===== config.mk =====
export PLATFORM = sky130hd
export DESIGN_NAME = seq_magnitude_comparator
export DESIGN_NICKNAME = d
export VERILOG_FILES = /design/src/rtl/seq_magnitude_comparator.sv
export SDC_FILE = /design/constraint.sdc
export NUM_CORES = 1
export LEC_CHECK = 0
export CORE_MARGIN = 10
export CORE_UTILIZATION = 50
export DETAILED_ROUTE_END_ITERATION = 10
export PLACE_DENSITY = 0.78
export SYNTH_ARGS = -nofsm -noshare
export SYNTH_HDL_FRONTEND = slang
export SYNTH_SLANG_ARGS = --single-unit
export TNS_END_PERCENT = 10

===== constraint.sdc =====
create_clock -name clk -period 3.15 [get_ports clk]
set_clock_uncertainty 0.1 [all_clocks]
set_input_delay 0.63 -clock clk [delete_from_list [all_inputs] [get_ports clk]]
set_output_delay 0.63 -clock clk [all_outputs]
set_load 0.03 [all_outputs]

===== src/rtl/seq_magnitude_comparator.sv =====
// Multi-cycle magnitude comparator: scans one SLICE_W slice per cycle, MSB slice first.
// Optional EARLY_TERM_EN: leave CMP as soon as the first differing slice is seen.
module seq_magnitude_comparator #(
  parameter int WIDTH   = 16,
  parameter int SLICE_W = 4
) (
  input  logic             clk,
  input  logic             rst,
  input  logic             start,
  input  logic             signed_mode,
  input  logic [WIDTH-1:0] a,
  input  logic [WIDTH-1:0] b,
  output logic             busy,
  output logic             done,
  output logic             equal,
  output logic             less,
  output logic             greater
);
  localparam int NSLICES = WIDTH / SLICE_W;
  localparam int IDX_W   = (NSLICES > 1) ? $clog2(NSLICES) : 1;
  localparam logic [WIDTH-1:0] MSB_MASK = WIDTH'(1) << (WIDTH - 1);
  localparam logic [IDX_W-1:0] LAST_IDX = IDX_W'(NSLICES - 1);

  typedef enum logic [1:0] {IDLE, CMP, DONE} state_t;
  state_t state, state_nx;

  logic [NSLICES-1:0][SLICE_W-1:0] a_q, b_q;
  logic [IDX_W-1:0]                idx;
  logic                            decided, lt_q, gt_q;
  logic [SLICE_W-1:0]              sa, sb;
  logic                            lt_n, gt_n, cmp_end, accept;

  assign accept = start && (state != CMP);
  assign sa     = a_q[idx];
  assign sb     = b_q[idx];

  // Once a slice differs, the decision is frozen for the remaining slices.
  always_comb begin
    lt_n = decided ? lt_q : (sa < sb);
    gt_n = decided ? gt_q : (sa > sb);
`ifdef EARLY_TERM_EN
    cmp_end = (idx == '0) || lt_n || gt_n;
`else
    cmp_end = (idx == '0);
`endif
  end

  always_ff @(posedge clk or posedge rst) begin
    if (rst) state <= IDLE;
    else     state <= state_nx;
  end

  always_comb begin
    state_nx = state;
    case (state)
      IDLE:    if (start) state_nx = CMP;
      CMP:     if (cmp_end) state_nx = DONE;
      DONE:    state_nx = start ? CMP : IDLE;
      default: state_nx = IDLE;
    endcase
  end

  always_comb begin
    busy = (state == CMP);
    done = (state == DONE);
  end

  // Signed mode flips the sign bits so an unsigned scan orders two's-complement values.
  always_ff @(posedge clk or posedge rst) begin
    if (rst) begin
      a_q     <= '0;
      b_q     <= '0;
      idx     <= '0;
      decided <= 1'b0;
      lt_q    <= 1'b0;
      gt_q    <= 1'b0;
      equal   <= 1'b0;
      less    <= 1'b0;
      greater <= 1'b0;
    end else if (accept) begin
      a_q     <= a ^ (signed_mode ? MSB_MASK : '0);
      b_q     <= b ^ (signed_mode ? MSB_MASK : '0);
      idx     <= LAST_IDX;
      decided <= 1'b0;
      lt_q    <= 1'b0;
      gt_q    <= 1'b0;
    end else if (state == CMP) begin
      idx     <= idx - IDX_W'(1);
      decided <= lt_n || gt_n;
      lt_q    <= lt_n;
      gt_q    <= gt_n;
      if (cmp_end) begin
        equal   <= !(lt_n || gt_n);
        less    <= lt_n;
        greater <= gt_n;
      end
    end
  end
endmodule


Word-level counts from Yosys, hierarchy flattened
Cells that the tools add are included.
Storage, ports and cells
  bits in registers: 42
  input bits: 36
  output and inout bits: 5
Operators by class
  add/sub/neg operators: 1
  order comparisons: 3
  eq/ne operators: 5
  mux-type cells: 19
  bitwise operators: 3
  reductions and logical operators: 8
Operators by type and width (count)
  $xor A16 B16 Y16: 2
  $bmux W4 S2: 2
  $mux W16: 1
  $mux W1: 9
  $mux W2: 4
  $mux W4: 2
  $pmux W2 S3: 1
  $gt A4 B4 Y1: 1
  $logic_not A2 Y1: 2
  $lt A4 B4 Y1: 1
  $ne A2 B1 Y1 const B: 2
  $lt A2 B3 Y1 const B: 1
  $reduce_and A3 Y1: 1
  $eq A2 B1 Y1 const B: 1
  $eq A2 B2 Y1 const B: 1
  $ne A2 B2 Y1 const B: 1
  $reduce_and A2 Y1: 1
  $reduce_bool A2 Y1: 1
  $sub A2 B1 Y2 const B: 1
  $logic_and A1 B1 Y1: 1
  $logic_not A1 Y1: 1
  $logic_or A1 B1 Y1: 1
  $not A1 Y1: 1

Logic depth before layout (Yosys ltp)
  depth after elaboration: 7
  mapped depth: 8

Worst setup path before layout
No wires, ideal clock.
  kind: register to register
  from: register idx[0]
  to: register gt_q
  setup time: 122 ps
  arrival time: 2055 ps
  data required time: 2928 ps
  slack: 873 ps
  stages on the path, launching flop included: 7
  buffers on the path: 1
  period minus slack after synthesis: 2277 ps
  cells stage by stage: dfrtp_1 > buf_4 > mux4_2 > ha_1 > a211oi_1 > o21ai_0 > a32o_1
On the way
  cells in the longest elaborated chain, start to end: 6
  elaborated cells on any way between the ends: 8
  classes of those cells: order compare: 1; mux: 7
Ends and longest elaborated chain
  start, declared: line 28  | logic [IDX_W-1:0] idx;
  start signal, assigned: line 88  | idx <= idx - IDX_W'(1);
  $bmux W4 S2 (on tied branches): line 34, 35
  $mux W4 (on tied branches): line 34, 35
  $gt A4 B4 Y1 *: line 40  | gt_n = decided ? gt_q : (sa > sb);
  $mux W1 *: line 40
  $mux W1 *: line 87  | end else if (state == CMP) begin
  $mux W1 *: line 80  | end else if (accept) begin
  end signal, assigned: line 91  | gt_q <= gt_n;
  end, declared: line 29  | logic decided, lt_q, gt_q;
Every way passes the cells marked *; elsewhere a longest branch is shown, timed or not. The select of a mux whose other input is x is not followed.
A chain may end at the register's enable or synchronous reset.

Final worst setup path
Ends and elaborated chain as after synthesis.

==> flow_summary.ini <==
[worst_setup_path]
critPathArrivalTime_ns = 2.68
crit_path_start_kind = flip-flop
r2r_slack_ns = 0.56
slowest_delay_ns = 0.70
slowest_stage = dfrtp_1
worstPathRequired_ns = 3.24
end_kind = flip-flop
crit_path_cell_trace = mux4_2 -> ha_1 -> a211oi_1 -> o21ai_0 -> a32o_1
critPathKind = reg -> reg
crit_fanout = 11

[floorplan]
die_h_um = 84.2
fp-row-count = 23
pin_count = 41
coreArea_um2 = 4000
die_x_um = 84.2
start_util = 0.515
dieArea_um2 = 7080

[timing]
fmax_ghz = 0.386
finalCritPeriodShare = 0.823
fin_crit_ns = 2.59
rsz0062_at_grt = false
setup_viol = 0
finalHoldViolCount = 0
finalMaxSlewViolations = 0
setup_tns_ns = 0
finalWorstSetupSlack_ns = 0.558
worst_slew_pin_slew_ns = 0.578
relSlewSlack = 0.614

[run]
maxCapViolCount = 0

[power_and_ir_drop]
ir_worst_vdd_uv = 456
power-per-cell-area_nw_per_um2 = 1060
static-leakage-power_nw = 1.19
total_power_w = 0.00272

[placed_design]
port_buffers = 40
placed_area_um2 = 2470
place_congestion = 0.813
dp_hpwl_mm = 3.01
post-place-ws_ns = 0.524

[layout]
seq_area_um2 = 1050
finalInstanceArea_um2 = 2580
multiInputGateArea_um2 = 908
diodes = 0
nNetsFinal = 223
drive_gt1_frac = 0.246
syn_to_final_growth_pct = 25.2
n_fill_cell = 296

[synthesis]
synth-seq-area-share = 0.511
syn_nets = 181
synth-seq-cells = 42
synth.largest_area_cell = dfrtp_1
synth_ff_type = dfrtp_1
yosysTopAreaCellShare = 0.511
synth_top_cells_by_area = dfrtp_1 51%, mux2_4 19%, mux4_2 8.8%, ha_1 3.0%, buf_6 2.2%
synth.avg_cell_area_um2 = 14.7
synth_common_cells = 42 x dfrtp_1, 26 x mux2_4, 9 x inv_1
synthArstFlopShare = 1.00
post-synth-top-count-cell = dfrtp_1
ys_types = 32
synthCells = 140
synth-edff-count = 0
synth_area_um2 = 2060
yosys_warnings = 0

[cts]
cts_tree = yes
ctsHoldBuffers = 0
clock_latency_ns = 0.30
post_cts_buffers = 0
cts_buffer_depth = 2
clkSlewWorstSetupHoldPaths_ns = 0.08
clockRootBuffer = clkbuf_8
cts_htree_levels = 2
cts_resized = 0
cts_num_sinks = 42
cts_made_buffers = 5

[grt]
grt_pass1_wl_mm = 6.87
antenna_found_initial = 0
grtUsageTotal = 0.118
grt_max_degree = 43
overflow = 0
grt_pass1_vias = 1403

[drt]
vias = 1218
routed_via_density = 5.23
dr.pass1.iters = 4
drc_errors = 0
wl_mm = 4.02
wl_per_cell_um = 17.2
ant_nets = 0
drt-initial-drc-count = 40

[hold_path]
min_path_type = reg -> reg

[run_status]
status = complete, no violations
state kept, by name, summed over array words and instances, names as in the netlist:
register  cells
a_q          16
lt_q          1
idx           2
gt_q          1
b_q          16
less          1
greater       1
state         2
equal         1
decided       1
final timing paths:
check                                    start                   end  depth (start not counted)
min reg2reg                greater$_DFFE_PP0P_   greater$_DFFE_PP0P_                          2
min in group asynchronous                  rst    b_q[4]$_DFFE_PP0P_                          3
min                        greater$_DFFE_PP0P_   greater$_DFFE_PP0P_                          2
max reg2reg                 idx[0]$_DFFE_PP0P_      gt_q$_DFFE_PP0P_                          5
max in group asynchronous                  rst  state[0]$_DFFE_PP0P_                          3
max                         idx[0]$_DFFE_PP0P_      gt_q$_DFFE_PP0P_                          5
layout make-up:
type / count / area share
Multi-Input combinational cell: 81 / 0.352
Clock buffer: 7 / 0.0296
Sequential cell: 42 / 0.408
Timing Repair Buffer: 41 / 0.158
Inverter: 11 / 0.0160
Clock inverter: 1 / 0.0117
Tap cell: 50 / 0.0243
stage by stage:
| stage | hold slack (ns) | cells | utilization |
|---|---|---|---|
| 3_5_place_dp | 0.381 | 225 | 0.618 |
| 4_1_cts | 0.395 | 233 | 0.644 |
| 6_report | 0.391 | 233 | 0.644 |
| 3_3_place_gp | 0.360 | 225 | 0.618 |
| 2_1_floorplan | 0.350 | 140 | - |
| 5_1_grt | 0.431 | 233 | 0.644 |
cells by family after synthesis:
logic type	after synthesis	share of synthesized area
XOR/XNOR	2	0.00851
multiplexers	38	0.299
AO/OA/AOI/OAI	19	0.0602
buffers and inverters	17	0.0480
flip-flops	42	0.511
adder cells (fa/ha/maj)	5	0.0304
AND/OR/NAND/NOR	17	0.0432
placed cells by master (no fill, tap or decap), types with 2 or more instances in the layout:
cell type        Yosys  layout
a21oi_1              4       4
clkbuf_1             0       2
clkbuf_8             0       5
clkdlybuf4s50_1      0      40
dfrtp_1             42      42
ha_1                 5       5
inv_1                9       9
inv_2                2       2
mux2_1               4       4
mux2_4              26      26
mux4_2               8       8
nand2_1              5       5
nor2_1               3       3
nor2b_1              3       3
o21ai_0              4       4
o21ai_1              2       2
xnor2_1              2       2
power breakdown:
part / switching, W / internal [W] / leakage (nW) / total (W)
sequential: 0.000217 / 0.000812 / 0.498 / 0.00103
combinational: 0.000528 / 0.000747 / 0.636 / 0.00127
clock: 0.000183 / 0.000237 / 0.0524 / 0.000420
layer usage:
| layer | GRT usage | wire length (um) | part of all wire | vias to the layer above |
|---|---|---|---|---|
| li1 | - | - | - | 582 |
| met1 | 0.144 | 1740 | 0.43 | 601 |
| met2 | 0.179 | 1950 | 0.49 | 30 |
| met3 | 0.0541 | 260 | 0.065 | 5 |
| met4 | 0.0457 | 65 | 0.016 | 0 |
| met5 | 0 | 0 | 0 | - |
critical path: cells and delay by family (launching register included):
| family | cells | cell delay, ns |
|---|---|---|
| adders and majority gates | 1 | 0.34 |
| muxes | 1 | 0.57 |
| AOI/OAI and AO/OA | 3 | 0.78 |
| DFF | 1 | 0.70 |
No activity file was read; power rests on OpenSTA's default activity.
